### config.mk
export PLATFORM = sky130hd
export DESIGN_NAME = uart_rx
export DESIGN_NICKNAME = d
export VERILOG_FILES = /design/src/rtl/uart_rx.sv
export SDC_FILE = /design/constraint.sdc
export NUM_CORES = 1
export LEC_CHECK = 0
export CAP_MARGIN = 20
export CORE_ASPECT_RATIO = 2
export CORE_MARGIN = 2
export CORE_UTILIZATION = 31
export DETAILED_ROUTE_END_ITERATION = 12
export GPL_TIMING_DRIVEN = 0
export PLACE_DENSITY_LB_ADDON = 0.25
export RECOVER_POWER = 100
export SLEW_MARGIN = 40
export SYNTH_ARGS = -nofsm -noshare
export SYNTH_HDL_FRONTEND = slang
export SYNTH_SLANG_ARGS = --single-unit
### constraint.sdc
create_clock -name clk -period 4.9 [get_ports clk]
set_clock_uncertainty 0.15 [all_clocks]
set_input_delay 0.98 -clock clk [delete_from_list [all_inputs] [get_ports clk]]
set_output_delay 0.98 -clock clk [all_outputs]
set_load 0.1 [all_outputs]
### src/rtl/uart_rx.sv
// ============================================================================
// Module   : uart_rx
// Purpose  : 8N1 UART receiver with a 16x oversampling tick generator and a
//            2-flop input synchroniser. Define UART_RX_PARITY_EN for 8E1.
// Revision : 1.0 - initial release
// ============================================================================
`default_nettype none

module uart_rx #(
  parameter logic [10:0] DIV_2400  = 11'd1302,
  parameter logic [10:0] DIV_4800  = 11'd651,
  parameter logic [10:0] DIV_9600  = 11'd326,
  parameter logic [10:0] DIV_12800 = 11'd244
) (
  input  logic       clk,
  input  logic       rst,
  input  logic [1:0] baud_rate,
  input  logic       rx,
  output logic [7:0] rx_data,
  output logic       rx_valid,
  output logic       rx_busy,
  output logic       frame_err,
  output logic       parity_err
);

  typedef enum logic [2:0] {
    S_IDLE      = 3'd0,
    S_START     = 3'd1,
    S_DATA      = 3'd2,
    S_PARITY    = 3'd3,
    S_STOP      = 3'd4,
    S_WAIT_HIGH = 3'd5
  } state_t;

  state_t      r_state;
  state_t      w_state_nxt;
  logic        r_rx_meta;
  logic        r_rx_s;
  logic [10:0] r_div;
  logic [10:0] w_div_sel;
  logic [10:0] r_tick_cnt;
  logic        w_tick;
  logic [3:0]  r_s_cnt;
  logic [2:0]  r_bit_idx;
  logic [7:0]  r_shift;
  logic        w_mid;
  logic        w_sample;
  logic        w_deliver;

  always_ff @(posedge clk or negedge rst) begin
    if (!rst) begin
      r_rx_meta <= 1'b1;
      r_rx_s    <= 1'b1;
    end else begin
      r_rx_meta <= rx;
      r_rx_s    <= r_rx_meta;
    end
  end

  always_comb begin
    w_div_sel = DIV_12800;
    case (baud_rate)
      2'b00:   w_div_sel = DIV_2400;
      2'b01:   w_div_sel = DIV_4800;
      2'b10:   w_div_sel = DIV_9600;
      default: w_div_sel = DIV_12800;
    endcase
  end

  assign w_tick    = (r_state != S_IDLE) && (r_tick_cnt == r_div - 11'd1);
  assign w_mid     = w_tick && (r_s_cnt == 4'd7);
  assign w_sample  = w_tick && (r_s_cnt == 4'd15);
  assign w_deliver = (r_state == S_STOP) && w_sample;
  assign rx_busy   = (r_state != S_IDLE);

  always_ff @(posedge clk or negedge rst) begin
    if (!rst) begin
      r_state <= S_IDLE;
    end else begin
      r_state <= w_state_nxt;
    end
  end

  always_comb begin
    w_state_nxt = r_state;
    case (r_state)
      S_IDLE: begin
        if (!r_rx_s) w_state_nxt = S_START;
      end
      S_START: begin
        // A line that is high again at mid start bit was only a glitch.
        if (w_mid) w_state_nxt = r_rx_s ? S_IDLE : S_DATA;
      end
      S_DATA: begin
        if (w_sample && (r_bit_idx == 3'd7)) begin
`ifdef UART_RX_PARITY_EN
          w_state_nxt = S_PARITY;
`else
          w_state_nxt = S_STOP;
`endif
        end
      end
`ifdef UART_RX_PARITY_EN
      S_PARITY: begin
        if (w_sample) w_state_nxt = S_STOP;
      end
`endif
      S_STOP: begin
        if (w_sample) w_state_nxt = r_rx_s ? S_IDLE : S_WAIT_HIGH;
      end
      S_WAIT_HIGH: begin
        if (r_rx_s) w_state_nxt = S_IDLE;
      end
      default: w_state_nxt = S_IDLE;
    endcase
  end

  always_ff @(posedge clk or negedge rst) begin
    if (!rst) begin
      r_div      <= 11'd0;
      r_tick_cnt <= 11'd0;
      r_s_cnt    <= 4'd0;
      r_bit_idx  <= 3'd0;
      r_shift    <= 8'd0;
    end else begin
      if ((r_state == S_IDLE) && (w_state_nxt == S_START)) r_div <= w_div_sel;

      if ((r_state == S_IDLE) || w_tick) r_tick_cnt <= 11'd0;
      else r_tick_cnt <= r_tick_cnt + 11'd1;

      if (w_state_nxt != r_state) r_s_cnt <= 4'd0;
      else if (w_tick) r_s_cnt <= r_s_cnt + 4'd1;

      if (r_state == S_START) r_bit_idx <= 3'd0;
      else if ((r_state == S_DATA) && w_sample) r_bit_idx <= r_bit_idx + 3'd1;

      // Right shift so the first (LSB) bit on the line ends up in bit 0.
      if ((r_state == S_DATA) && w_sample) r_shift <= {r_rx_s, r_shift[7:1]};
    end
  end

  always_ff @(posedge clk or negedge rst) begin
    if (!rst) begin
      rx_data   <= 8'd0;
      rx_valid  <= 1'b0;
      frame_err <= 1'b0;
    end else begin
      rx_valid <= w_deliver;
      if (w_deliver) begin
        rx_data   <= r_shift;
        frame_err <= ~r_rx_s;
      end
    end
  end

`ifdef UART_RX_PARITY_EN
  logic r_par;

  always_ff @(posedge clk or negedge rst) begin
    if (!rst) begin
      r_par      <= 1'b0;
      parity_err <= 1'b0;
    end else begin
      if ((r_state == S_PARITY) && w_sample) r_par <= r_rx_s;
      if (w_deliver) parity_err <= (^r_shift) ^ r_par;
    end
  end
`else
  assign parity_err = 1'b0;
`endif

endmodule

`default_nettype wire
==> metrics.md, run 1 <==
| Metric | Value |
|---|---|
| H-tree levels | `2` |
| Post-synth EDFFs | `0` |
| Row Count | `47` |
| Lkg Pwr | `approximately 1.3 nW` |
| Post-detailed-route count of antenna-violating nets | `0` |
| DR iter-0 viols | `67` |
| Status | `finished with violations` |
| Share of cells above drive strength 1 | `12.87%` |
| CP Cell Sequence | `clkbuf_1, inv_1, ha_1, nor3b_1, nand2_1, xnor2_1, nand4_1, or3_1, nor4_4, mux2_2` |
| Yosys reg bits | `50` |
| Post-CTS sizing | `0` |
| Wirelength, routed | `5613 um` |
| Via count | `1899` |
| Hold Crit Start | `r_rx_meta` |
| Slowest CP cell | `nor4_4` |
| Crit Path Class | `flop to flop` |
| Die W | `69.02 um` |
| Critical path origin | `r_div[9]` |
| Main synth FF type | `dfrtp_1` |
| Worst Setup End Kind | `flop` |
| Antenna violations before repair | `0` |
| Top-level I/O count | `17` |
| Die Y-Extent | `134.0 um` |
| Total grt overflow | `0` |
| Post-DR wirelength/cell | `approximately 15 um` |
| Failing checks | `max-capacitance violations, max-slew violations` |
| CTS Hold Bufs | `0` |
| Hold Worst Slack | `0.2055 ns` |
| Crit path time final | `3.814 ns` |
| ANT cells | `0` |
| Gate power share | `around 14%` |
| Synth warnings | `0` |
| Final nets | `286` |
| F_max | `0.2622 GHz` |
| Async set or reset register ratio after synthesis | `between 90% and 100%` |
| Core Footprint | `8233 um^2` |
| Hold Path End | `r_rx_s` |
| GRT Util Overall | `12.98%` |
| TritonCTS clock tree | `done` |
| Required time of the critical path | `about 5 ns` |
| Cells after synthesis | `248` |
| Worst skew pair latency | `between 0.2 and 0.3 ns` |
| Hold depth | `0` |
| Critical Path AT | `approximately 3.8 ns` |
| Drc violations | `0` |
| Drt pass-1 iters | `4` |
| Fin crit share | `77.84%` |
| Reg2Reg Launch Point | `r_div[9]` |
| Startpoint Class | `flop` |
| CTS Root Cell | `clkbuf_16` |
| Max incr delay on CP | `0.56 ns` |
| PortBufs | `15` |
| Setup violations, final | `0` |
| Fill count | `about 870` |
| Worst rel slew slack | `-25.46%` |
| Initial Util | `31.84%` |
| Post-synth top area cell | `dfrtp_1` |
| HP Class | `flop to flop` |
| Clock buffer count from CTS | `5` |
| Ranking of synthesized cells by area | `dfrtp_1 (46%), mux2_2 (7.7%), ha_1 (4.8%)` |
| R2r endpoint | `rx_data[6]` |
| Slew Limit Fails | `35` |
| P_sw | `0.2911 mW` |
| First-pass GRT wire length | `9625 um` |
| Largest net degree at the start of global routing | `35` |
| Clock transition at path regs | `0.07 ns` |
| Reg area | `around 1300 um^2` |
| Util after Layout | `35.82%` |
| Slew @ Worst Pin | `between 1.5 and 2 ns` |
| Via-to-Cell Ratio | `roughly 5.1` |
| Number of global-route vias before repair | `2009` |
| R2R Setup Slk | `1.09 ns` |
| Area of the multi-input gates | `1265 um^2` |
| Worst Path Max Fanout | `10` |
| Sum Neg Setup Slack | `0 ns` |
| RSZ-0062 raised after global routing | `no` |
| Synthesized area | `2621 um^2` |
| Mapped Avg Cell Area | `10.57 um^2` |
| Final Hold Viols | `0` |
| HPWL Detailed | `4246 um` |
| Area growth from synthesis to layout | `12.51%` |
| Max-Cap Viols | `1` |
| Synth top area share | `a little under half` |
| Full die area | `9251 um^2` |
| FF-to-FF path depth | `10` |
| Clk buf depth | `2` |
| Power Density | `around 340 nW/um^2` |
| Sw frac | `~29%` |
| Setup bufs post-CTS | `0` |
| P_int | `0.7085 mW` |
| Clock Power Share | `34.9%` |
| Maximum vdd drop | `around 0.00019 V` |
| Placer congestion estimate | `0.7970` |
| Syn_nets | `263` |
| Sequential share of the synthesized area | `47.83%` |
| Flop pwr share | `roughly 51%` |
| Setup WS pre-CTS | `1.510 ns` |
| Cell variety after synth | `46` |
| CTS sink count | `50` |
| Final WS setup | `1.086 ns` |
-- cell families (layout without fill, tap and decap cells) --
group                    count (synthesis)  count (layout)  synth area share, %
other                                    1               1               0.1431
XOR/XNOR                                25              25                8.353
buffers and inverters                   20              44                3.294
AO/OA/AOI/OAI                           32              32                7.733
flip-flops                              50              50                47.83
adder cells (fa/ha/maj)                 10              10                4.773
multiplexers                            21              21                8.878
AND/OR/NAND/NOR                         89              89                19.00
-- registers in the layout, summed over array words and instances, names as in the netlist --
register	cells
r_div	9
r_state	3
r_shift	8
frame_err	1
r_s_cnt	4
rx_valid	1
r_bit_idx	3
r_tick_cnt	11
r_rx_meta	1
r_rx_s	1
rx_data	8
-- critical path: cells and delay by family, from the launching register on --
family                     cells  cell delay [ns]
xor gates and xnor gates       1             0.17
adders and majority gates      1             0.18
buffers and inverters          2             0.32
DFF                            1             0.36
muxes                          1             0.41
and+or+nand+nor                5             2.09
-- worst max-delay path by stage --
stage	endpoint	cells past startpoint
CTS	rx_data[3]	10
global route	rx_data[3]	10
finish	rx_data[6]	10
detailed placement	rx_data[3]	10
floorplan	r_shift[0]	7
global placement	r_tick_cnt[0]	1
-- per-layer routing --
metal | vias to the layer above | part of all wire [%] | GRT usage, %
li1 | 911 | - | -
met1 | 938 | 36 | 13.20
met2 | 36 | 57 | 24.57
met3 | 14 | 2.3 | 1.653
met4 | 0 | 4.0 | 7.843
met5 | - | 0 | 0
-- metrics by stage --
| stage | total power, mW | instance area [um^2] | instances |
|---|---|---|---|
| 2_1_floorplan | 0.6112 | 2621 | 248 |
| 3_3_place_gp | 0.6587 | 2894 | 361 |
| 3_5_place_dp | 0.6640 | 2856 | 362 |
| 4_1_cts | 1.017 | 3007 | 370 |
| 5_1_grt | 1.053 | 2949 | 370 |
| 6_report | 0.9996 | 2949 | 370 |
-- cell usage after synthesis, drive strengths merged (5+ instances only) --
library cell / n
nand4: 5
inv: 10
xnor2: 13
o21ai: 9
dfrtp: 48
xor2: 12
nand3: 13
clkbuf: 6
a21oi: 8
nor2: 26
mux2: 18
nor2b: 5
nor3: 8
nand2: 11
ha: 10
nor4: 6
-- final cells by class --
cell class                      count  share of cell area (%)
Multi-Input combinational cell    178                   42.89
Sequential cell                    50                   42.51
Clock buffer                        5                   4.243
Tap cell                           98                   4.158
Timing Repair Buffer               16                   2.673
Inverter                           12                   1.527
Buffer                              8                   1.146
Clock inverter                      3                  0.8485
-- placed cells by master, fill, tap and decap left out, types with 2 or more instances in the layout --
cell type / instances
mux2i_1: 3
a21oi_1: 8
nand2_1: 11
dfstp_2: 2
nand4_1: 4
clkbuf_16: 5
ha_1: 10
nor2_1: 26
mux2_2: 18
and3_1: 4
nor4_1: 4
or2_2: 3
nand3_1: 13
clkbuf_1: 20
nor2b_1: 5
or3_1: 3
xor2_1: 12
dlygate4sd3_1: 2
dfrtp_1: 48
inv_1: 10
xnor2_1: 13
a211oi_1: 4
o21ai_0: 9
nor3_1: 8
clkinv_1: 2
a31oi_1: 2
-- power groups by stage --
stage          sequential [mW]  clock (mW)  combinational, mW
6_report                 0.511       0.349              0.139
2_1_floorplan            0.496           0              0.115
3_5_place_dp             0.518           0              0.146
3_3_place_gp             0.517           0              0.141
5_1_grt                  0.516       0.377              0.160
4_1_cts                  0.511       0.360              0.147
(Power assumes the default switching activity.)
==> inputs of run 2 (changes only) <==
==> constraint.sdc (replaced) <==
create_clock -name clk -period 3.6 [get_ports clk]
set_clock_uncertainty 0.15 [all_clocks]
set_input_delay 0.72 -clock clk [delete_from_list [all_inputs] [get_ports clk]]
set_output_delay 0.72 -clock clk [all_outputs]
set_load 0.1 [all_outputs]
==> metrics.md, run 2 (synthesis gave the netlist of run 1 again) <==
| Metric | Value |
|---|---|
| Area growth from synthesis to layout | `13.46%` |
| Startpoint Class | `flop` |
| Sw frac | `29.08%` |
| Sum Neg Setup Slack | `0 ns` |
| Status | `finished with violations` |
| P_int | `around 0.97 mW` |
| PortBufs | `15` |
| Flop pwr share | `51.1%` |
| Gate power share | `14.2%` |
| CTS Root Cell | `clkbuf_16` |
| Core Footprint | `8233 um^2` |
| Clock transition at path regs | `0.07 ns` |
| Via-to-Cell Ratio | `5.121` |
| Required time of the critical path | `3.62 ns` |
| Largest net degree at the start of global routing | `35` |
| First-pass GRT wire length | `between 9000 and 10000 um` |
| Biggest regs | `r_tick_cnt (11), r_div (9)` |
| Lkg Pwr | `around 1.3 nW` |
| GRT Util Overall | `12.98%` |
| Full die area | `9251 um^2` |
| Fill count | `863` |
| Drc violations | `0` |
| Hold Worst Slack | `0.2055 ns` |
| Die W | `69.02 um` |
| Fin crit share | `92.96%` |
| Crit path time final | `3.346 ns` |
| Critical Path AT | `3.37 ns` |
| Power Density | `458.0 nW/um^2` |
| Worst Setup End Kind | `flop` |
| CTS sink count | `50` |
| Clk buf depth | `2` |
| Clock buffer count from CTS | `5` |
| TritonCTS clock tree | `done` |
| Post-detailed-route count of antenna-violating nets | `0` |
| F_max | `~0.30 GHz` |
| Placer congestion estimate | `0.7970` |
| Post-DR wirelength/cell | `15.05 um` |
| Initial Util | `31.84%` |
| Setup violations, final | `0` |
| Final Hold Viols | `0` |
| Max-Cap Viols | `1` |
| Reg with most FFs | `r_tick_cnt` |
| Wirelength, routed | `5584 um` |
| Maximum vdd drop | `0.0002629 V` |
| Number of global-route vias before repair | `approximately 2000` |
| Share of cells above drive strength 1 | `~15%` |
| Antenna violations before repair | `0` |
| Failing checks | `max-capacitance violations, max-slew violations` |
| HPWL Detailed | `4246 um` |
| Worst skew pair latency | `a little under 0.3 ns` |
| Worst Path Max Fanout | `10` |
| Crit Path Class | `flop to flop` |
| Max FFs per register | `11` |
| Reg area | `approximately 1300 um^2` |
| Via count | `1900` |
| H-tree levels | `2` |
| RSZ-0062 raised after global routing | `no` |
| ANT cells | `0` |
| CTS Hold Bufs | `0` |
| Worst rel slew slack | `-25.32%` |
| Row Count | `47` |
| Util after Layout | `36.12%` |
| Clock Power Share | `34.8%` |
| Top-level I/O count | `17` |
| Drt pass-1 iters | `4` |
| Slew Limit Fails | `35` |
| Most frequent cells in the layout | `dfrtp_1 (48), nor2_1 (26), clkbuf_1 (18), mux2_2 (18)` |
| Slew @ Worst Pin | `1.880 ns` |
| Area of the multi-input gates | `1276 um^2` |
| HP Class | `flop to flop` |
| Total grt overflow | `0` |
| Leading cell type in the layout, fill and taps excluded | `dfrtp_1` |
| DR iter-0 viols | `between 40 and 50` |
| Final nets | `287` |
| P_sw | `0.3961 mW` |
| Die Y-Extent | `around 130 um` |
## run 2: changes by cell type in the layout (fill, tap and decap cells not counted), sizes merged
cell	delta
dlygate4sd3	-1
buf	+1
clkdlybuf4s50	+1
## run 2: power groups by stage
stage	sequential, mW	combinational [mW]	clock, mW
global placement	0.704	0.192	0
finish	0.696	0.193	0.473
floorplan	0.675	0.157	0
global route	0.702	0.222	0.514
CTS	0.695	0.200	0.490
detailed placement	0.706	0.198	0
## run 2: critical path: stages (launching register included)
cell and delay [ns]:
dfrtp_1 0.38, buf_6 0.13, inv_1 0.09, ha_1 0.18, nor3b_2 0.33, nand2_1 0.14, xnor2_1 0.18, nand4_2 0.25
or3_1 0.49, nor4_4 0.22, clkbuf_2 0.31, mux2_2 0.37
## run 2: cell type report
cell class	count	share of cell area, %
timing repair buffer	17	2.861
sequential	50	42.15
clock buffer	5	4.207
clock inverter	3	0.8414
buffer	8	1.388
inverter	12	1.515
multi-input combinational	178	42.91
tap	98	4.123
## run 2: worst paths after layout
kind / start / endpoint / slack [ns] / cells after the start
max reg2reg: r_div[9] / rx_data[6] / 0.25 / 11
max: r_div[9] / rx_data[6] / 0.25 / 11
min in group asynchronous: rst / rx_data[1] / 0.37 / 1
min: r_rx_meta / r_rx_s / 0.21 / 0
max in group asynchronous: rst / r_s_cnt[1] / 0.68 / 2
min reg2reg: r_rx_meta / r_rx_s / 0.21 / 0
## run 2: layer usage
metal | track usage [%] | vias to the layer above | routed length [um]
met2 | 24.57 | 37 | 3193
met3 | 1.653 | 16 | 120
met4 | 7.843 | 0 | 242
met5 | 0 | - | 0
met1 | 13.20 | 933 | 2028
li1 | - | 914 | -
## run 2: repair_timing
item / in CTS / in global routing
setup endpoints to repair: 0 / 3
gates resized for setup: 0 / 0
buffers inserted: 0 / 1
## run 2: metrics by stage
stage	area, um^2	total power [mW]	worst slack (ns)	cells
6_report	2974	1.362	0.2535	371
4_1_cts	3007	1.385	0.1853	370
3_3_place_gp	2894	0.8966	0.1256	361
2_1_floorplan	2621	0.8319	0.5892	248
5_1_grt	2974	1.438	0.01373	371
3_5_place_dp	2856	0.9038	0.2096	362
